$ cat config.mk
export PLATFORM = sky130hd
export DESIGN_NAME = addsub_operand_fifo
export DESIGN_NICKNAME = d
export VERILOG_FILES = /design/src/rtl/addsub_operand_fifo.sv
export SDC_FILE = /design/constraint.sdc
export NUM_CORES = 1
export LEC_CHECK = 0
export ABC_AREA = 1
export ABC_CLOCK_PERIOD_IN_PS = 6000
export BUFFER_PORTS_ARGS = -buffer_cell sky130_fd_sc_hd__buf_2
export CAP_MARGIN = 20
export CORE_MARGIN = 4
export CORE_UTILIZATION = 53
export CTS_CLUSTER_DIAMETER = 40
export DETAILED_ROUTE_END_ITERATION = 6
export PLACE_DENSITY = 0.77
export SLEW_MARGIN = 40
export SYNTH_ARGS = -nofsm -noshare
export SYNTH_HDL_FRONTEND = slang
export SYNTH_SLANG_ARGS = --single-unit
$ cat constraint.sdc
create_clock -name clk -period 6 [get_ports clk]
set_input_delay 0.6 -clock clk [delete_from_list [all_inputs] [get_ports clk]]
set_output_delay 0.6 -clock clk [all_outputs]
set_load 0.02 [all_outputs]
$ cat src/rtl/addsub_operand_fifo.sv
// Operand FIFO feeding a downstream adder-subtractor: stores {a, b, s} sets and
// presents the head first-word-fall-through, zeroed while empty.
module addsub_operand_fifo #(
   parameter int unsigned DEPTH = 4,
   parameter int unsigned WIDTH = 64
) (
   input  logic                     clk,
   input  logic                     rst_n,
   input  logic                     in_valid,
   output logic                     in_ready,
   input  logic [WIDTH-1:0]         in_a,
   input  logic [WIDTH-1:0]         in_b,
   input  logic                     in_s,
   output logic                     out_valid,
   input  logic                     out_ready,
   output logic [WIDTH-1:0]         out_a,
   output logic [WIDTH-1:0]         out_b,
   output logic                     out_s,
   output logic [$clog2(DEPTH):0]   count
);

   localparam int unsigned PTR_W   = $clog2(DEPTH);
   localparam int unsigned CNT_W   = PTR_W + 1;
   localparam int unsigned ENTRY_W = 2 * WIDTH + 1;

   // Pointer wrap relies on DEPTH being a power of two.
   if (DEPTH != 2 && DEPTH != 4 && DEPTH != 8) begin : g_bad_depth
      $error("addsub_operand_fifo: DEPTH must be 2, 4 or 8");
   end

   logic [ENTRY_W-1:0] mem [DEPTH];
   logic [PTR_W-1:0]   wr_ptr;
   logic [PTR_W-1:0]   rd_ptr;
   logic [CNT_W-1:0]   cnt_q;
   logic               push;
   logic               pop;
   logic [ENTRY_W-1:0] head;

   // Handshake flags come from the registered count only.
   assign in_ready  = (cnt_q != CNT_W'(DEPTH));
   assign out_valid = (cnt_q != '0);
   assign push      = in_valid && in_ready;
   assign pop       = out_valid && out_ready;

   // Storage needs no reset: it is masked whenever the FIFO is empty.
   always_ff @(posedge clk) begin
      if (push) begin
         mem[wr_ptr] <= {in_a, in_b, in_s};
      end
   end

   always_ff @(posedge clk or negedge rst_n) begin
      if (!rst_n) begin
         wr_ptr <= '0;
         rd_ptr <= '0;
         cnt_q  <= '0;
      end else begin
         if (push) begin
            wr_ptr <= wr_ptr + PTR_W'(1);
         end
         if (pop) begin
            rd_ptr <= rd_ptr + PTR_W'(1);
         end
         if (push && !pop) begin
            cnt_q <= cnt_q + CNT_W'(1);
         end else if (pop && !push) begin
            cnt_q <= cnt_q - CNT_W'(1);
         end
      end
   end

   always_comb begin
      head = '0;
      if (out_valid) begin
         head = mem[rd_ptr];
      end
   end

   assign {out_a, out_b, out_s} = head;
   assign count                 = cnt_q;

endmodule

* Word-level counts from Yosys, hierarchy flattened
Memories as Yosys holds them, arrays and structs flattened.
Index checks and enable logic that the tools add are counted.
** Operators by class
- $add $sub $neg :: 4
- Equal/unequal tests :: 1
- Muxes and demuxes :: 5
- Reductions and logical operators :: 8
** Operators by type and width (count)
- 129-bit 2-to-1 mux :: 1
- 3-bit 2-to-1 mux :: 2
- 2-bit by 1-bit adder with 2-bit output (second input constant) :: 2
- 1-bit logical AND :: 4
- 3-bit by 1-bit adder with 3-bit output (second input constant) :: 1
- 3-bit inequality test (second input constant) :: 1
- 3-bit nonzero test :: 1
- 3-bit by 1-bit subtractor with 3-bit output (second input constant) :: 1
- 1-bit logical NOT :: 2
- 1-bit 2-to-1 mux :: 2
- 2-bit nonzero test :: 1
** Storage, ports and cells
- Register bits after elaboration :: 7
- Memory bits (writable) :: 516
- Output and inout port bits :: 134
- Logic and storage cells :: 22
- Memories kept :: 1
** Memories
- mem :: words 4, bits a word 129, rd ports 1, clocked after Yosys merged registers in 0, write ports 1, line 31 : logic [ENTRY_W-1:0] mem [DEPTH];

* Logic depth before layout (Yosys ltp)
Gate-level depths: netlist of the first run.
- Depth after elaboration :: 6
- Gate-level depth with buffers :: 12

* Least setup slack after synthesis of the first run
No wires, ideal clock.
- Kind :: flip-flop to flip-flop
- Start :: reg cnt_q[0], in the netlist count[0]
- End :: mem mem[0][0] in the netlist's numbering (enable)
- Arrival time :: 6.444 ns
- Setup slack :: -1.064 ns
- Stages on the path, launching flop included :: 5
- Path buffers :: 0
- Clock period less this slack :: 7.064 ns
- Cell sequence :: dfrtp_1 > inv_1 > nand3_1 > nand2_1 > nor2_1
** On the way
- Cells in the longest elaborated chain, start to end :: 4
** RTL lines
- start, declared :: line 34 : logic [CNT_W-1:0] cnt_q;
- start signal, assigned :: line 65 : cnt_q <= cnt_q + CNT_W'(1);
- start signal, assigned :: line 67 : cnt_q <= cnt_q - CNT_W'(1);
- 3-bit inequality test :: line 40 : assign in_ready = (cnt_q != CNT_W'(DEPTH));
- via in_ready :: line 10 : output logic in_ready,
- 1-bit logical AND :: line 42 : assign push = in_valid && in_ready;
- 1-bit 2-to-1 mux :: line 47 : if (push) begin
- 1-bit 2-to-1 mux (implied by the code) :: line 48 : mem[wr_ptr] <= {in_a, in_b, in_s};
- end, declared :: line 31
The timed path passes the listed nets, and every way through them passes these cells.

* Final worst setup path of the first run
- Start :: reg rd_ptr[0]
- End :: out out_a[52]
** On the way
- Cells in the longest elaborated chain, start to end :: 2
** RTL lines
- start, declared :: line 33 : logic [PTR_W-1:0] rd_ptr;
- start signal, assigned :: line 62 : rd_ptr <= rd_ptr + PTR_W'(1);
- memory 4 x 129 bit
- 129-bit 2-to-1 mux :: line 74 : if (out_valid) begin
- end, declared :: line 16 : output logic [WIDTH-1:0] out_a,
Every way passes these cells.

==> results by group, run 1 <==
Floorplanning
  – Die Wd: 213.0 µm
  – Die area: roughly 45,000 µm²
  – Core area: 41,200 µm²
  – Row Count: 74
  – Die H: 213.0 µm
  – # IOs: 267
  – Initial Utilization: 0.5407

Global routing
  – Total Routing Usage GR: 0.2185
  – Initial antenna violation count: 16
  – Vias in the first global route: around 15,000
  – Largest net degree at the start of global routing: approximately 160
  – GRT Residual Overflow: 0
  – First-pass GRT wire length: 77,220 µm

Route
  – Residual DRC count: 0
  – WL per Instance: 17.14 µm
  – Via count of the routed design: approximately 15,000
  – Vias per cell: 5.125
  – Antenna Nets Post-Route: 0
  – TritonRoute pass-1 iters: 5
  – DRT iter0 DRCs: between 1,000 and 1,500
  – Detailed Route WL: 50,330 µm

Cells and area
  – FILL cells: 3,075
  – Share of layout cells above drive strength 1: 0.1661
  – Post-layout util: 0.6375
  – Nets: 2,487
  – Commonest non-fill, non-tap cell in the layout: nand2_1
  – Area grow syn2layout: 17.91%
  – Most frequent cells in the layout: 531 x nand2_1, 529 x inv_1, 516 x edfxtp_1, 266 x buf_2, 262 x nand3_1

Placed design
  – Final HPWL DP: 27,880 µm
  – I/O Buffers: 266
  – Minimum setup slack after placement: 2629 ps
  – Gpl congestion: 0.7699

Critical path
  – Worst EP arrival: 3240 ps
  – Flop2flop setup slack: approximately 3200 ps
  – Crit path from: rd_ptr[0]$_DFFE_PN0P_
  – Max FO, Critical Path: roughly 160
  – Critical path type: reg2out
  – Worst r2r path cells: 6
  – Worst Path Required: 5400 ps
  – CP startpoint kind: register
  – Critical Path Sink: out_a[52]
  – R2r endpoint: mem[1][41]$_DFFE_PP_
  – Worst r2r src: count[0]$_DFFE_PN0P_
  – CP endpoint kind: output port

Flow run
  – Max_cap viols: 0

CTS
  – Clock root cell: clkbuf_16
  – CTS buffer count: 67
  – CTS tree: yes
  – Htree depth: 3
  – Clk Latency, worst-skew pair: 580 ps
  – Max Root-Sink Buffers: 3
  – Clk sinks: 523
  – # Post-CTS Setup Buffers: 0
  – Clock transition at path regs: 60 ps

Power and ir drop
  – Peak supply drop: 0.0005731 V
  – Pwr dens: 544.3 nW/µm²
  – Final Power: 14,300 µW
  – Leakage: 0.01189 µW

STA
  – Final period utilization: 0.6398
  – Worst slew margin: 0.4275
  – Final setup vio count: 0
  – Worst-Margin Slew: 858.7 ps
  – Worst Setup Slack, final: 2161 ps
  – RSZ-0062 raised after global routing: no
  – Final Hold Viols: 0
  – Clock Skew: 26.07 ps
  – Post-route setup TNS: 0 ps
  – Peak Freq: 260.5 MHz
  – Slew Viols, Final: 0
  – Tmin final: 3839 ps

Run status
  – Status: completed

Logic synthesis
  – Synthesis warning total: 0
  – Post-synth cell types: 19
  – Post-Syn Nets: 2,232
  – Synthesized instance count: approximately 2,100
  – Mapped Avg Cell Area: 10.64 µm²
  – Netlist Area Pre-Place: 22,280 µm²
  – Yosys reg bits: 523
  – Sequential area share after synthesis: 0.7034

Hold path
  – Hold Path Class: in2reg
==> power breakdown <==
part | leakage (µW) | switching (µW) | internal (µW)
Combinational | 0.00601 | 3860 | 1490
Clock | 0.00107 | 1480 | 2420
Sequential | 0.00481 | 241 | 4810
==> stage by stage <==
step,area [µm²],std cells,hold WS (ps)
floorplan,22280,2093,304.4
global placement,23960,2807,441.0
detailed placement,23970,2807,444.8
CTS,26170,2925,198.5
global route,26250,2931,216.7
finish,26270,2937,232.3
==> metal layers <==
metal | up-vias | global-route usage | wire length, µm
met5 | - | 0 | 122
met4 | 18 | 0.07885 | 1165
met3 | 112 | 0.05965 | 4598
met2 | 609 | 0.3825 | 24990
met1 | 7155 | 0.2607 | 19460
li1 | 7159 | - | -
==> state kept, by name, indices dropped and copies added, names as in the netlist <==
register	flops
count	3
rd_ptr	2
mem	516
wr_ptr	2
==> timing repair <==
item | 4_1_cts | 5_1_grt
hold endpoints to repair | 7 | 0
resized for setup | 0 | 0
hold buffers | 1 | 0
==> synthesized netlist by cell type <==
cell        n  area, µm²
nor2_1      4      15.01
a21oi_1   129      645.6
edfxtp_1  516      15490
buf_4       7      52.55
o21ai_0     2      10.01
nand3_1   262       1311
dfrtp_1     7      175.2
nand4_1     1      6.260
nand3_2     1      10.01
xnor2_1     2      17.52
ha_1        5      62.56
fa_1        1      20.02
inv_2       2      7.510
buf_2      76      380.4
nand2_1   531       1993
buf_6       3      33.78
buf_1       3      11.26
inv_1     530       1989
clkbuf_1   11      41.29
==> area by class of cell <==
class / count / area (µm²) / share of cell area
antenna: 9 / 22.52 / 0.0008574
clock buffer: 78 / 1760 / 0.06702
clock inverter: 39 / 425.4 / 0.01620
inverter: 532 / 2017 / 0.07678
multi-input combinational: 938 / 4121 / 0.1569
sequential: 523 / 15680 / 0.5968
tap: 532 / 665.6 / 0.02534
timing repair buffer: 286 / 1578 / 0.06006
==> critical path, cell delays in order, from the launching register on <==
cell and delay, ps:
dfrtp_4 720, clkinv_8 510, buf_4 560, nand2_1 140, nand3_1 90, a21oi_1 240, buf_2 220
==> logic make-up (layout without fill, tap and decap cells) <==
family          Yosys count  after routing  synth area share
xor+xnor                  2              2         0.0007864
buf+inv                 632            935            0.1129
simple gates            799            799            0.1497
other cells               0              9                 0
flops                   523            523            0.7034
compound gates          131            131           0.02943
fa+ha+maj                 6              6          0.003707
==> worst min-delay path by stage <==
stage / start / endpoint / slack [ps] / depth (start not counted)
2_1_floorplan: rst_n / count[0]$_DFFE_PN0P_ / 300 / 0
3_3_place_gp: rst_n / count[1]$_DFFE_PN0P_ / 440 / 1
3_5_place_dp: rst_n / count[2]$_DFFE_PN0P_ / 440 / 1
4_1_cts: in_b[11] / mem[0][12]$_DFFE_PP_ / 200 / 1
5_1_grt: in_b[11] / mem[0][12]$_DFFE_PP_ / 220 / 1
6_report: in_b[11] / mem[0][12]$_DFFE_PP_ / 230 / 1
No activity file was read; power rests on OpenSTA's default activity.
==> inputs of run 2 (changes only) <==
--- a/config.mk
+++ b/config.mk
@@ -5,15 +5,15 @@
 export SDC_FILE = /design/constraint.sdc
 export NUM_CORES = 1
 export LEC_CHECK = 0
-export ABC_AREA = 1
-export ABC_CLOCK_PERIOD_IN_PS = 6000
+export ABC_AREA = 0
+export ABC_CLOCK_PERIOD_IN_PS = 3400
 export BUFFER_PORTS_ARGS = -buffer_cell sky130_fd_sc_hd__buf_2
 export CAP_MARGIN = 20
 export CORE_MARGIN = 4
-export CORE_UTILIZATION = 53
+export CORE_UTILIZATION = 52
 export CTS_CLUSTER_DIAMETER = 40
 export DETAILED_ROUTE_END_ITERATION = 6
-export PLACE_DENSITY = 0.77
+export PLACE_DENSITY = 0.76
 export SLEW_MARGIN = 40
 export SYNTH_ARGS = -nofsm -noshare
 export SYNTH_HDL_FRONTEND = slang
==> constraint.sdc (replaced) <==
create_clock -name clk -period 3.4 [get_ports clk]
set_input_delay 0.34 -clock clk [delete_from_list [all_inputs] [get_ports clk]]
set_output_delay 0.34 -clock clk [all_outputs]
set_load 0.02 [all_outputs]
==> results by group, run 2 <==
Floorplanning
  – Initial Utilization: 0.5275
  – Die area: between 40,000 and 50,000 µm²
  – Die H: approximately 200 µm
  – Die Wd: between 200 and 250 µm
  – Row Count: 71
  – Core area: 37,670 µm²
  – # IOs: 267

Cells and area
  – Area grow syn2layout: 27.16%
  – Commonest non-fill, non-tap cell in the layout: edfxtp_1
  – Nets: 1,434
  – Reg with most FFs: mem
  – Most frequent cells in the layout: 516 x edfxtp_1, 266 x buf_2, 130 x dlygate4sd3_1, 129 x mux4_2, 129 x and2_1
  – Share of layout cells above drive strength 1: 0.3931
  – Max reg flops: 516
  – Cell Count, Final, Fillers Out: about 1,900

CTS
  – # Post-CTS Setup Buffers: 0
  – Max Root-Sink Buffers: 3
  – # hold bufs at CTS: 130
  – Clk sinks: between 500 and 600
  – Htree depth: 2
  – Clk Latency, worst-skew pair: 590 ps
  – Clock root cell: clkbuf_16
  – CTS tree: yes
  – Cts repair resizes: 0
  – Clock transition at path regs: 60 ps
  – CTS buffer count: 57

STA
  – Peak Freq: 330.4 MHz
  – RSZ-0062 raised after global routing: no
  – Post-route setup TNS: 0 ps
  – Slew Viols, Final: 0
  – Final setup vio count: 0
  – Tmin final: roughly 3000 ps
  – Final period utilization: 0.8901
  – Worst slew margin: 0.4711
  – Worst-Margin Slew: 793.3 ps
  – Clock Skew: 22.90 ps
  – Final Hold Viols: 0

Hold path
  – Hold Path End: rd_ptr[1]$_DFFE_PN0P_
  – Worst hold start: out_ready
  – Hold Path Class: in2reg
  – Hold-critical path depth: 3

Placed design
  – Final HPWL DP: 23,680 µm
  – Placed Cells: 1,617
  – I/O Buffers: 266
  – Gpl congestion: 0.7401

Critical path
  – Crit path from: rd_ptr[0]$_DFFE_PN0P_
  – Worst r2r path cells: 4
  – Worst r2r src: count[0]$_DFFE_PN0P_
  – Worst EP arrival: roughly 2700 ps
  – Flop2flop setup slack: 920 ps
  – Critical path buffer and inverter count: 2
  – Top Family by Delay on Critical Path: flip-flops
  – Critical path type: reg2out
  – R2r endpoint: mem[3][35]$_DFFE_PP_
  – Max incr delay on CP: roughly 840 ps
  – Max FO, Critical Path: 28
  – Worst Path Required: 3060 ps
  – CP max-delay cell: dfrtp_4
  – CP startpoint kind: register
  – Critical Path, Cell by Cell: buf_4 > mux4_2 > and2_1 > buf_2
  – CP endpoint kind: output port

Global routing
  – Initial antenna violation count: 2
  – GRT Residual Overflow: 0
  – Total Routing Usage GR: 0.2053
  – Vias in the first global route: between 10,000 and 15,000
  – First-pass GRT wire length: around 65,000 µm
  – Largest net degree at the start of global routing: 132

Route
  – Antenna Nets Post-Route: 0
  – Detailed Route WL: 41,460 µm
  – Residual DRC count: 0
  – Via count of the routed design: 9,999
  – WL per Instance: 22.34 µm
  – DRT iter0 DRCs: about 550
  – Vias per cell: around 5.4
  – TritonRoute pass-1 iters: 5

Power and ir drop
  – Leakage: 0.008814 µW
  – Cell internal pwr: 15,800 µW
  – P_sw: 7707 µW
  – Comb power frac: 0.350
  – Switching Fraction: 0.3279
  – Clk network pwr share: 0.265
  – Sequential share of power: 0.385
  – Pwr dens: about 930 nW/µm²
  – Peak supply drop: 0.0007316 V

Logic synthesis
  – Synthesis warning total: 0
  – Mapped Avg Cell Area: approximately 23 µm²
  – Yosys reg bits: 523
  – Post-synth cell types: 19
  – Sequential area share after synthesis: 0.7886
  – Top-count cell post-synth: edfxtp_1
  – Most instantiated cells after synthesis: 516 x edfxtp_1, 133 x and2_1, 129 x mux4_2
  – Area share of the largest cell type after synthesis: 0.7798
  – Post-synth ARST share: 0.01338
  – Netlist Area Pre-Place: 19,870 µm²
  – Synth Flop Type: edfxtp_1
  – Synthesized instance count: 853
  – Synth top area cells: edfxtp_1 78%, mux4_2 15%, and2_1 4.2%
  – Post-Syn Nets: slightly below 1,000
  – Synth area leader: edfxtp_1
  – EDFF count, synth: approximately 520

Run status
  – Status: completed

Flow run
  – Max_cap viols: 0
run 2: worst min-delay path, stage by stage:
cell and delay [ps]:
buf_2 120, nand3_1 100, xnor2_1 70
run 2: worst max-delay path by stage:
stage | endpoint | slack (ps) | depth (start not counted)
3_3_place_gp | mem[3][78]$_DFFE_PP_ | 940 | 4
5_1_grt | out_b[53] | 200 | 4
3_5_place_dp | mem[3][76]$_DFFE_PP_ | 940 | 4
6_report | out_s | 370 | 4
2_1_floorplan | mem[0][0]$_DFFE_PP_ | 320 | 3
4_1_cts | out_b[16] | 280 | 4
run 2: logic make-up after synthesis:
logic type | Yosys count | share of synthesized area
buffers and inverters | 47 | 0.01366
xor gates and xnor gates | 6 | 0.002645
and+or+nand+nor | 139 | 0.04320
adders and majority gates | 6 | 0.004156
muxes | 131 | 0.1473
DFF | 523 | 0.7886
AOI/OAI and AO/OA | 1 | 0.0003780
run 2: routing by layer:
layer / wire (µm) / vias to the layer above / GRT usage / part of all wire
met2: 21740 / 351 / 0.3584 / 0.52
met3: 2881 / 72 / 0.04818 / 0.069
met4: 971 / 0 / 0.06143 / 0.023
li1: - / 4386 / - / -
met5: 0 / - / 0 / 0
met1: 15860 / 5190 / 0.2601 / 0.38
run 2: power groups by stage:
stage               clock (µW)  combinational (µW)  sequential (µW)
floorplan                    0                5640             8910
detailed placement           0                8170             9190
CTS                       6360                8330             9070
global placement             0                8130             9100
finish                    6230                8220             9050
global route              6670                8810             9180
run 2: per-stage QoR:
| step | cell area, µm² | setup WS (ps) | total power (µW) | util | hold WS [ps] |
|---|---|---|---|---|---|
| final | 25270 | 373.7 | 23500 | 0.6708 | 73.83 |
| after global routing | 25270 | 204.8 | 24650 | 0.6708 | 54.21 |
| after CTS | 25260 | 276.7 | 23760 | 0.6707 | 32.22 |
| after detailed placement | 22010 | 936.6 | 17360 | 0.5844 | 190.1 |
| after global placement | 22010 | 940.0 | 17230 | 0.5844 | 192.7 |
| after floorplan | 19880 | 322.8 | 14550 | - | 44.41 |
run 2: cell type report:
| cell class | count | area (µm²) |
|---|---|---|
| well taps | 511 | 639.4 |
| diodes | 2 | 5.005 |
| fillers | 2425 | 12400 |
| clock inverters | 40 | 466.7 |
| repair buffers | 427 | 3040 |
| inverters | 3 | 11.26 |
| flip-flops and latches | 523 | 15680 |
| clock buffers | 67 | 1484 |
| multi-input cells | 283 | 3944 |
